File: config.mk
export PLATFORM = sky130hd
export DESIGN_NAME = uart_rx_fifo
export DESIGN_NICKNAME = d
export VERILOG_FILES = /design/src/rtl/poly94_uart_pkg.sv /design/src/rtl/uart_rx_fifo.sv
export SDC_FILE = /design/constraint.sdc
export NUM_CORES = 1
export LEC_CHECK = 0
export BUFFER_PORTS_ARGS = -buffer_cell sky130_fd_sc_hd__buf_4
export CORE_ASPECT_RATIO = 2
export CORE_MARGIN = 5
export CORE_UTILIZATION = 28
export CTS_CLUSTER_SIZE = 24
export DETAILED_ROUTE_END_ITERATION = 10
export PLACE_DENSITY = 0.51
export SYNTH_ARGS = -nofsm -noshare
export SYNTH_HDL_FRONTEND = slang
export SYNTH_SLANG_ARGS = --single-unit
File: constraint.sdc
create_clock -name clk_i -period 3.15 [get_ports clk_i]
set_clock_uncertainty 0.1 [all_clocks]
set_input_delay 0.1575 -clock clk_i [delete_from_list [all_inputs] [get_ports clk_i]]
set_output_delay 0.1575 -clock clk_i [all_outputs]
set_load 0.02 [all_outputs]
File: src/rtl/poly94_uart_pkg.sv
// -----------------------------------------------------------------------------
// poly94_uart_pkg
// Shared constants and types for the poly94 UART blocks. The RX FIFO and the
// CSR block both import this package, so they agree on the byte width, the
// FIFO depth and the bit positions of the RX status fields in UART_STATUS.
// Optional feature macro used by uart_rx_fifo: UART_RX_FIFO_DROP_CNT_EN.
// -----------------------------------------------------------------------------
package poly94_uart_pkg;

    localparam int UART_BYTE_W        = 8;
    localparam int UART_RX_FIFO_DEPTH = 16;

    typedef logic [UART_BYTE_W-1:0] uart_byte_t;

    // UART_STATUS field positions shared with the CSR block.
    localparam int CSR_RX_NOT_EMPTY_BIT = 0;
    localparam int CSR_RX_OVERRUN_BIT   = 1;
    localparam int CSR_RX_LEVEL_LSB     = 8;
    localparam int CSR_RX_LEVEL_W       = $clog2(UART_RX_FIFO_DEPTH) + 1;

endpackage : poly94_uart_pkg

File: src/rtl/uart_rx_fifo.sv
// -----------------------------------------------------------------------------
// uart_rx_fifo
// Receive buffer between the UART core's AXI-Stream RX output and the CSR
// block. First-word-fall-through: the head byte is always visible on data_o.
// The UART line cannot be stalled, so s_axis_tready is 1 outside reset and a
// byte arriving while full is dropped and recorded in the sticky overrun flag.
//
// Optional feature: define UART_RX_FIFO_DROP_CNT_EN to get an 8-bit saturating
// dropped-byte counter on drop_cnt_o; otherwise drop_cnt_o is tied to 0.
//
// Ports:
//   clk_i          system clock (clk_sys)
//   rst_i          asynchronous active-high reset
//   s_axis_tdata   byte from UART RX
//   s_axis_tvalid  byte valid
//   s_axis_tready  ready to UART (1 outside reset)
//   pop_i          one-cycle strobe, consumes the head entry
//   flush_i        synchronous flush of all entries
//   data_o         head entry (0 while empty)
//   not_empty_o    head valid
//   full_o         level == DEPTH
//   level_o        current entry count
//   overrun_o      sticky: a byte was dropped
//   overrun_clr_i  clears overrun_o and the drop counter
//   drop_cnt_o     dropped-byte count (0 unless the optional counter is built)
// -----------------------------------------------------------------------------
module uart_rx_fifo
    import poly94_uart_pkg::*;
#(
    parameter int DEPTH = UART_RX_FIFO_DEPTH,
    parameter int WIDTH = UART_BYTE_W
) (
    input  logic                     clk_i,
    input  logic                     rst_i,
    input  logic [WIDTH-1:0]         s_axis_tdata,
    input  logic                     s_axis_tvalid,
    output logic                     s_axis_tready,
    input  logic                     pop_i,
    input  logic                     flush_i,
    output logic [WIDTH-1:0]         data_o,
    output logic                     not_empty_o,
    output logic                     full_o,
    output logic [$clog2(DEPTH):0]   level_o,
    output logic                     overrun_o,
    input  logic                     overrun_clr_i,
    output logic [7:0]               drop_cnt_o
);

    localparam int AW = $clog2(DEPTH);
    localparam int LW = AW + 1;

    logic [WIDTH-1:0] r_mem [DEPTH];
    logic [AW-1:0]    r_rd_ptr;
    logic [AW-1:0]    r_wr_ptr;
    logic [LW-1:0]    r_level;
    logic             r_overrun;
    logic             r_ready;

    logic [LW-1:0]    w_level_nxt;
    logic             w_full;
    logic             w_not_empty;
    logic             w_push;
    logic             w_pop;
    logic             w_wr_en;
    logic             w_drop;

    // Flags come from the level register only, never from inputs.
    assign w_full      = (r_level == LW'(DEPTH));
    assign w_not_empty = (r_level != '0);

    assign w_push = s_axis_tvalid & r_ready;
    assign w_pop  = pop_i & w_not_empty;

    // A pop in the same cycle frees the slot first, so a full FIFO still
    // accepts the byte. A flush discards the byte without counting a drop.
    assign w_wr_en = w_push & ~flush_i & (~w_full | w_pop);
    assign w_drop  = w_push & ~flush_i & w_full & ~w_pop;

    // NOTE: every signal assigned in always_comb gets a default first so no
    // path through the block leaves it unassigned and infers a latch.
    always_comb begin
        w_level_nxt = r_level;
        if (w_wr_en && !w_pop) begin
            w_level_nxt = r_level + 1'b1;
        end else if (!w_wr_en && w_pop) begin
            w_level_nxt = r_level - 1'b1;
        end
    end

    // NOTE: sequential state uses non-blocking assignments so every flop
    // samples the pre-edge values regardless of block evaluation order.
    always_ff @(posedge clk_i or posedge rst_i) begin
        if (rst_i) begin
            r_rd_ptr  <= '0;
            r_wr_ptr  <= '0;
            r_level   <= '0;
            r_overrun <= 1'b0;
            r_ready   <= 1'b0;
        end else begin
            r_ready <= 1'b1;
            if (flush_i) begin
                r_rd_ptr <= '0;
                r_wr_ptr <= '0;
                r_level  <= '0;
            end else begin
                if (w_wr_en) r_wr_ptr <= r_wr_ptr + 1'b1;
                if (w_pop)   r_rd_ptr <= r_rd_ptr + 1'b1;
                r_level <= w_level_nxt;
            end
            // Set wins over clear so a drop in the clear cycle is not lost.
            if (w_drop) begin
                r_overrun <= 1'b1;
            end else if (overrun_clr_i) begin
                r_overrun <= 1'b0;
            end
        end
    end

    // NOTE: the storage array has no reset; stale entries are never visible
    // because data_o is masked while empty and the pointers are reset.
    always_ff @(posedge clk_i) begin
        if (w_wr_en) begin
            r_mem[r_wr_ptr] <= s_axis_tdata;
        end
    end

`ifdef UART_RX_FIFO_DROP_CNT_EN
    logic [7:0] r_drop_cnt;

    // Saturating count; a drop in the clear cycle leaves a count of one.
    always_ff @(posedge clk_i or posedge rst_i) begin
        if (rst_i) begin
            r_drop_cnt <= '0;
        end else if (w_drop && overrun_clr_i) begin
            r_drop_cnt <= 8'd1;
        end else if (overrun_clr_i) begin
            r_drop_cnt <= '0;
        end else if (w_drop && (r_drop_cnt != 8'hFF)) begin
            r_drop_cnt <= r_drop_cnt + 1'b1;
        end
    end

    assign drop_cnt_o = r_drop_cnt;
`else
    assign drop_cnt_o = '0;
`endif

    assign s_axis_tready = r_ready;
    assign data_o        = w_not_empty ? r_mem[r_rd_ptr] : '0;
    assign not_empty_o   = w_not_empty;
    assign full_o        = w_full;
    assign level_o       = r_level;
    assign overrun_o     = r_overrun;

endmodule : uart_rx_fifo

# [Yosys cells after proc, flatten, opt, wreduce, memory -nomap -nowiden]
# Memory sizes are Yosys's and may differ from the RTL's.
# Index checks and enable logic that the tools add are counted.
[word_totals] ff_bits=15 ram_bits=128 wordCells=42 n_memories=1
[classes] add_sub_neg=4 eq_ne=1 mux=12 bitwise_logic=10 n_reduce_logical=9
[mem_list] memory="r_mem" words=16 word_bits=8 rd=1 rd_clocked_by_memory_dff=0 write_ports=1 line="uart_rx_fifo.sv:52" text="logic [WIDTH-1:0] r_mem [DEPTH];"
[ops] operator="$mux W4" count=4
[ops] operator="$mux W5" count=3
[ops] operator="$add A4 B1 Y4 const B" count=2
[ops] operator="$mux W8" count=1
[ops] operator="$and A1 B1 Y1" count=6
[ops] operator="$reduce_bool A2 Y1" count=3
[ops] operator="$add A5 B1 Y5 const B" count=1
[ops] operator="$eq A5 B5 Y1 const B" count=1
[ops] operator="$reduce_bool A5 Y1" count=1
[ops] operator="$sub A5 B1 Y5 const B" count=1
[ops] operator="$mux W1" count=4
[ops] operator="$not A1 Y1" count=3
[ops] operator="$reduce_bool A3 Y1" count=1
[ops] operator="$logic_and A1 B1 Y1" count=2
[ops] operator="$logic_not A1 Y1" count=2
[ops] operator="$or A1 B1 Y1" count=1

# [Longest topological paths before layout]
# Gate-level depths: netlist of the first run.
[depth] word_depth=9 ltp_mapped=9 depth_no_buf=8

# [Least setup slack after synthesis of the first run]
# OpenSTA, ideal clock, no wires.
[synth_timing] kind="register -> register" start="register r_level[0], in the netlist level_o[0]" end="register r_level[4], in the netlist level_o[4]" setup_ns=0.116 arrival_ns=2.614 required_ns=2.934 slack_ns=0.320 path_stages_with_launch=10 path_buffers=1 synth_period_minus_slack_ns=2.830 path_cell_list="dfrtp_1 -> or4_1 -> buf_4 -> o21ai_4 -> nand2_1 -> ha_1 -> a21oi_1 -> a211oi_1 -> a2111o_1 -> o311ai_0"
[synth_via] elab_chain_cells=7
[synth_rtl] element="start, declared" line="uart_rx_fifo.sv:55" text="logic [LW-1:0] r_level;"
[synth_rtl] element="start signal, assigned" line="uart_rx_fifo.sv:108" text="r_level <= w_level_nxt;"
[synth_rtl] element="branches (longest 7 deep; another with $sub A5 B1 Y5)"
# Parallel ways; which one is timed is not known. The select of a mux whose other input is x is not followed.
# A chain may end at the register's enable or synchronous reset.

# [Worst setup path in the final report of the first run]
# Same ends and word-level chain as after synthesis.

==> results of run 1 <==
==> logic make-up after synthesis <==
kind of cell / synth area share
AO/OA/AOI/OAI: 0.0363
XOR/XNOR: 0.00876
adder cells (fa/ha/maj): 0.0221
buffers and inverters: 0.0281
flip-flops: 0.703
multiplexers: 0.158
other: 0.00125
AND/OR/NAND/NOR: 0.0429
==> through the flow <==
step | util | hold WS [ns] | cells
2_1_floorplan | - | -0.0410 | 332
3_3_place_gp | 0.315 | 0.180 | 628
3_5_place_dp | 0.315 | 0.187 | 628
4_1_cts | 0.347 | 0.0577 | 673
5_1_grt | 0.347 | 0.101 | 673
6_report | 0.347 | 0.101 | 673
==> power by group through the flow <==
stage                     Combinational, uW  Clock (uW)  Sequential [uW]
after detailed placement               1290           0             2210
final                                  1290        1850             2180
after global placement                 1270           0             2210
after global routing                   1400        1970             2190
after CTS                              1310        1900             2180
after floorplan                         841           0             2230
==> cell usage after synthesis (all sizes together) (7+ instances only) <==
cell type,count,share of area
dfrtp,15,0.063
nor3,7,0.0058
inv,9,0.0056
nor2,9,0.0056
ha,9,0.019
a21oi,8,0.0067
edfxtp,128,0.64
mux4,32,0.12
mux2i,17,0.028
buf,17,0.019
o22ai,8,0.0083
==> sequential cells by signal (all words and copies together) (netlist names) <==
signal	cells
level_o	5
overrun_o	1
r_wr_ptr	4
r_mem	128
r_rd_ptr	4
s_axis_tready	1
==> layer usage <==
layer / vias up / routed length, um
li1: 1411 / -
met1: 1616 / 4570
met2: 59 / 7900
met3: 12 / 331
met4: 0 / 213
met5: - / 0
==> repair_timing <==
item,4_1_cts,5_1_grt
setup endpoints to repair,0,1
hold buffers,13,0
buffers inserted,0,0
gates resized for setup,0,3
hold endpoints to repair,151,0
==> critical path, delay by kind of cell, from the launching register on <==
kind	cells	cell delay, ns
DFF	1	0.47
AOI/OAI and AO/OA	3	0.77
and+or+nand+nor	4	1.09
adders and majority gates	1	0.38
==> path summary, 6_finish.rpt <==
check                                  from           to  slack, ns  cells past startpoint
worst max-delay path             level_o[0]   level_o[4]       0.21                      8
worst min-delay path                  pop_i  r_rd_ptr[0]       0.10                      4
worst max register to register   level_o[0]   level_o[4]       0.21                      8
worst min register to register  r_rd_ptr[3]  r_rd_ptr[3]       0.44                      2
max in group asynchronous             rst_i  r_rd_ptr[0]       2.22                      3
min in group asynchronous             rst_i   level_o[2]       0.28                      3
==> cell type report <==
cell class	count	area share
well taps	269	0.0461
clock inverters	11	0.0134
inverters	9	0.00463
clock buffers	21	0.0603
repair buffers	63	0.0710
flip-flops and latches	143	0.578
multi-input cells	157	0.226
==> results.py, run 1 <==
metrics = {
    "timing": {
        "finalSetupViolations": 0,
        "fin_ws_ns": 0.214,
        "hold_violations": 0,
        "finalCriticalPeriod_ns": 2.94,
        "slew_violations": 0,
        "relSlewSlack": 0.578,
        "setup_tns_ns": 0,
        "rsz0062_at_grt": "false",
        "tightest_slew_ns": 0.632,
        "finalCritPeriodShare": 0.932,
        "fmax_ghz": 0.341,
    },
    "finish": {
        "multi_input_area_um2": 1650,
        "nets": 415,
        "final_common_cell": "edfxtp_1",
        "diodes": 0,
        "layout-drive-gt1-share": 0.290,
        "design_area_um2": 7300,
        "synthToLayoutAreaGrowth_pct": 21.6,
        "seqCellArea_um2": 4220,
        "final_cell_mix": "edfxtp_1, buf_4, mux4_2, mux2i_1, clkbuf_16",
        "nFillCells": 2024,
    },
    "clock_network": {
        "cts.sinks": 143,
        "clkLatencyLatePin_ns": 0.42,
        "clockBufferDepth": 2,
        "cts-htree-levels": 4,
        "cts_tree": "yes",
        "root_buffer": "clkbuf_16",
        "clk_pin_slew_worst_paths_ns": 0.06,
        "numCtsBuffers": 17,
    },
    "power_and_ir_drop": {
        "switchingPower_uw": 1450,
        "pwr-share-seq": 0.409,
        "internal_power_uw": 3860,
        "netSwitchingFraction": 0.273,
        "p_per_area_nw_per_um2": 728,
        "total_power_uw": 5320,
        "power_frac_clock": 0.348,
        "p_leak_uw": 0.00246,
        "pwr-share-comb": 0.242,
        "irDropWorstVdd_mv": 0.511,
    },
    "placement": {
        "place.gp.congestion": 0.815,
        "dpl-instance-area_um2": 6620,
        "dpl_worst_slack_ns": 0.193,
        "portBuffers": 30,
        "dp_hpwl_mm": 9.03,
    },
    "setup_path": {
        "critPathKind": "flip-flop to flip-flop",
        "cpPeakStageDelay_ns": 0.62,
        "cp_slowest_cell": "or4_1",
        "crit_path_cell_trace": "or4_1, o21ai_4, nand2_2, ha_1, nand3_1, and2_1, a2111o_1, o311ai_0",
        "crit_path_start_kind": "flip-flop",
        "path_max_fanout": 7,
        "cp.arrival_ns": 3.13,
        "required_ns": 3.34,
        "endpoint_kind": "flip-flop",
    },
    "floorplanning": {
        "start_util": 0.286,
        "rows": 75,
        "fp.dieW_um": 114,
        "dieArea_um2": 24600,
        "die_h_um": 217,
        "coreArea_um2": 21000,
        "pin_count": 39,
    },
    "logic_synthesis": {
        "synth-edff-count": 128,
        "avgSynthCellArea_um2": 18.5,
        "ys_ff_latch": 143,
        "synth_warnings": 0,
        "ys_types": 42,
        "syn_inst": 325,
        "seq_area_frac_synth": 0.703,
        "async_flop_share": 0.105,
        "synthFlopType": "edfxtp_1",
        "syn_area_um2": 6000,
    },
    "grt": {
        "grt_util_met1": 0.112,
        "grt_pass1_wl_mm": 20.1,
        "antenna_found_initial": 0,
        "busiest_layer": "met2",
        "grt_max_degree": 24,
        "use_met3": 0.0247,
        "met2_usage": 0.216,
        "grt_usage": 0.111,
        "grt_pass1_vias": 3410,
        "grt_overflow": 0,
    },
    "worst_hold_path": {
        "hold_class": "input port to flip-flop",
    },
    "status": {
        "status": "finished clean",
    },
    "detailed_routing": {
        "drcViolationCount": 0,
        "avgViaCountPerCell": 4.60,
        "wl_per_cell_um": 19.3,
        "wirelength_mm": 13.0,
        "drt_iter0_drc": 147,
        "firstDrtPassIters": 4,
        "vias": 3098,
        "ant_nets": 0,
    },
    "flow_run": {
        "cap_violations": 0,
    },
}
Power figures use the tool's default switching activity.
==> inputs of run 2 (changes only) <==
--- a/config.mk
+++ b/config.mk
@@ -6,7 +6,6 @@
 export NUM_CORES = 1
 export LEC_CHECK = 0
 export BUFFER_PORTS_ARGS = -buffer_cell sky130_fd_sc_hd__buf_4
-export CORE_ASPECT_RATIO = 2
 export CORE_MARGIN = 5
 export CORE_UTILIZATION = 28
 export CTS_CLUSTER_SIZE = 24
==> results.py, run 2 (synthesis results as in run 1) <==
metrics = {
    "worst_hold_path": {
        "hold_class": "input port to flip-flop",
    },
    "grt": {
        "use_met3": 0.0337,
        "met2_usage": 0.180,
        "grt_overflow": 0,
        "antenna_found_initial": 0,
        "grt_pass1_vias": 3244,
        "busiest_layer": "met2",
        "grt_pass1_wl_mm": 19.6,
        "grt_max_degree": 34,
        "grt_util_met1": 0.145,
        "grt_usage": 0.111,
    },
    "clock_network": {
        "clk_pin_slew_worst_paths_ns": 0.06,
        "numCtsBuffers": 17,
        "clockBufferDepth": 2,
        "cts.sinks": 143,
        "root_buffer": "clkbuf_16",
        "cts_tree": "yes",
        "clkLatencyLatePin_ns": 0.41,
        "cts_resized": 0,
        "post_cts_buffers": 0,
        "cts-htree-levels": 4,
    },
    "floorplanning": {
        "rows": 53,
        "fp.dieW_um": 156,
        "die_h_um": 156,
        "dieArea_um2": 24500,
        "coreArea_um2": 21100,
        "pin_count": 39,
        "start_util": 0.285,
    },
    "timing": {
        "hold_violations": 0,
        "rsz0062_at_grt": "false",
        "finalCritPeriodShare": 0.915,
        "slew_violations": 0,
        "finalSetupViolations": 0,
        "setup_tns_ns": 0,
        "relSlewSlack": 0.491,
        "tightest_slew_ns": 0.763,
        "fmax_ghz": 0.347,
        "finalCriticalPeriod_ns": 2.88,
    },
    "power_and_ir_drop": {
        "power_frac_clock": 0.395,
        "irDropWorstVdd_mv": 0.360,
        "p_leak_uw": 0.00250,
        "pwr-share-seq": 0.386,
        "netSwitchingFraction": 0.261,
        "p_per_area_nw_per_um2": 767,
        "internal_power_uw": 4190,
        "pwr-share-comb": 0.219,
        "switchingPower_uw": 1480,
    },
    "placement": {
        "portBuffers": 30,
        "place.gp.congestion": 0.741,
        "dp_hpwl_mm": 8.12,
    },
    "detailed_routing": {
        "drt_iter0_drc": 150,
        "avgViaCountPerCell": 4.50,
        "wl_per_cell_um": 18.9,
        "firstDrtPassIters": 5,
        "drcViolationCount": 0,
        "ant_nets": 0,
        "wirelength_mm": 12.8,
        "vias": 3039,
    },
    "finish": {
        "synthToLayoutAreaGrowth_pct": 23.0,
        "nets": 412,
        "diodes": 0,
        "final_common_cell": "edfxtp_1",
        "layout-drive-gt1-share": 0.295,
        "largest_register_ff_count": 128,
        "fin_util": 0.350,
        "final_cell_mix": "edfxtp_1, buf_4, mux4_2, mux2i_1, clkbuf_16",
        "nFillCells": 1988,
        "top_register": "r_mem",
    },
    "status": {
        "status": "finished clean",
    },
    "setup_path": {
        "endpoint_kind": "flip-flop",
        "required_ns": 3.35,
        "critPathKind": "flip-flop to flip-flop",
        "crit_path_start_kind": "flip-flop",
        "cp.arrival_ns": 3.08,
        "path_max_fanout": 7,
    },
    "flow_run": {
        "cap_violations": 0,
    },
}
## run 2: metal layers
metal	vias up	part of all wire
li1	1415	-
met1	1540	0.45
met2	70	0.49
met3	14	0.044
met4	0	0.014
met5	-	0
## run 2: final timing paths
kind | startpoint | to | slack, ns | cells past startpoint
min in group asynchronous | rst_i | level_o[2] | 0.28 | 3
max in group asynchronous | rst_i | r_rd_ptr[0] | 2.24 | 3
worst min-delay path | s_axis_tvalid | r_wr_ptr[2] | 0.22 | 5
worst min register to register | r_rd_ptr[2] | r_rd_ptr[2] | 0.49 | 2
worst max register to register | level_o[0] | level_o[4] | 0.27 | 8
worst max-delay path | level_o[0] | level_o[4] | 0.27 | 8
## run 2: final cells by class
class / count / area (um2) / area share
clock buffers: 18 / 429 / 0.0581
clock inverters: 13 / 233 / 0.0315
inverters: 9 / 33.8 / 0.00457
multi-input cells: 157 / 1640 / 0.222
flip-flops and latches: 143 / 4220 / 0.572
well taps: 275 / 344 / 0.0466
repair buffers: 60 / 483 / 0.0654
## run 2: critical path, cell delays in order (launching register included)
cell and delay [ns]:
dfrtp_1 0.46, or4_1 0.60, o21ai_4 0.21, nand2_1 0.18, ha_1 0.37, a21oi_1 0.24, a211oi_1 0.13, a2111o_1 0.39
o311ai_0 0.10
## run 2: through the flow
step | cells | hold slack (ns) | power, uW | worst slack [ns] | area (um2)
final | 675 | 0.218 | 5670 | 0.268 | 7380
after global routing | 675 | 0.240 | 5940 | 0.116 | 7380
after CTS | 675 | 0.205 | 5750 | 0.252 | 7380
after detailed placement | 631 | 0.174 | 3480 | 0.273 | 6590
after global placement | 631 | 0.167 | 3480 | 0.370 | 6590
after floorplan | 332 | -0.0410 | 3070 | 0.320 | 6030
## run 2: repair_timing
item	in CTS	in global routing
hold endpoints to repair	151	0
setup endpoints to repair	0	0
hold buffers	13	0
## run 2: power groups by stage
stage / Clock, uW / Sequential (uW) / Combinational (uW)
floorplan: 0 / 2230 / 841
global placement: 0 / 2220 / 1250
detailed placement: 0 / 2230 / 1260
CTS: 2290 / 2190 / 1280
global route: 2390 / 2200 / 1360
finish: 2240 / 2190 / 1240
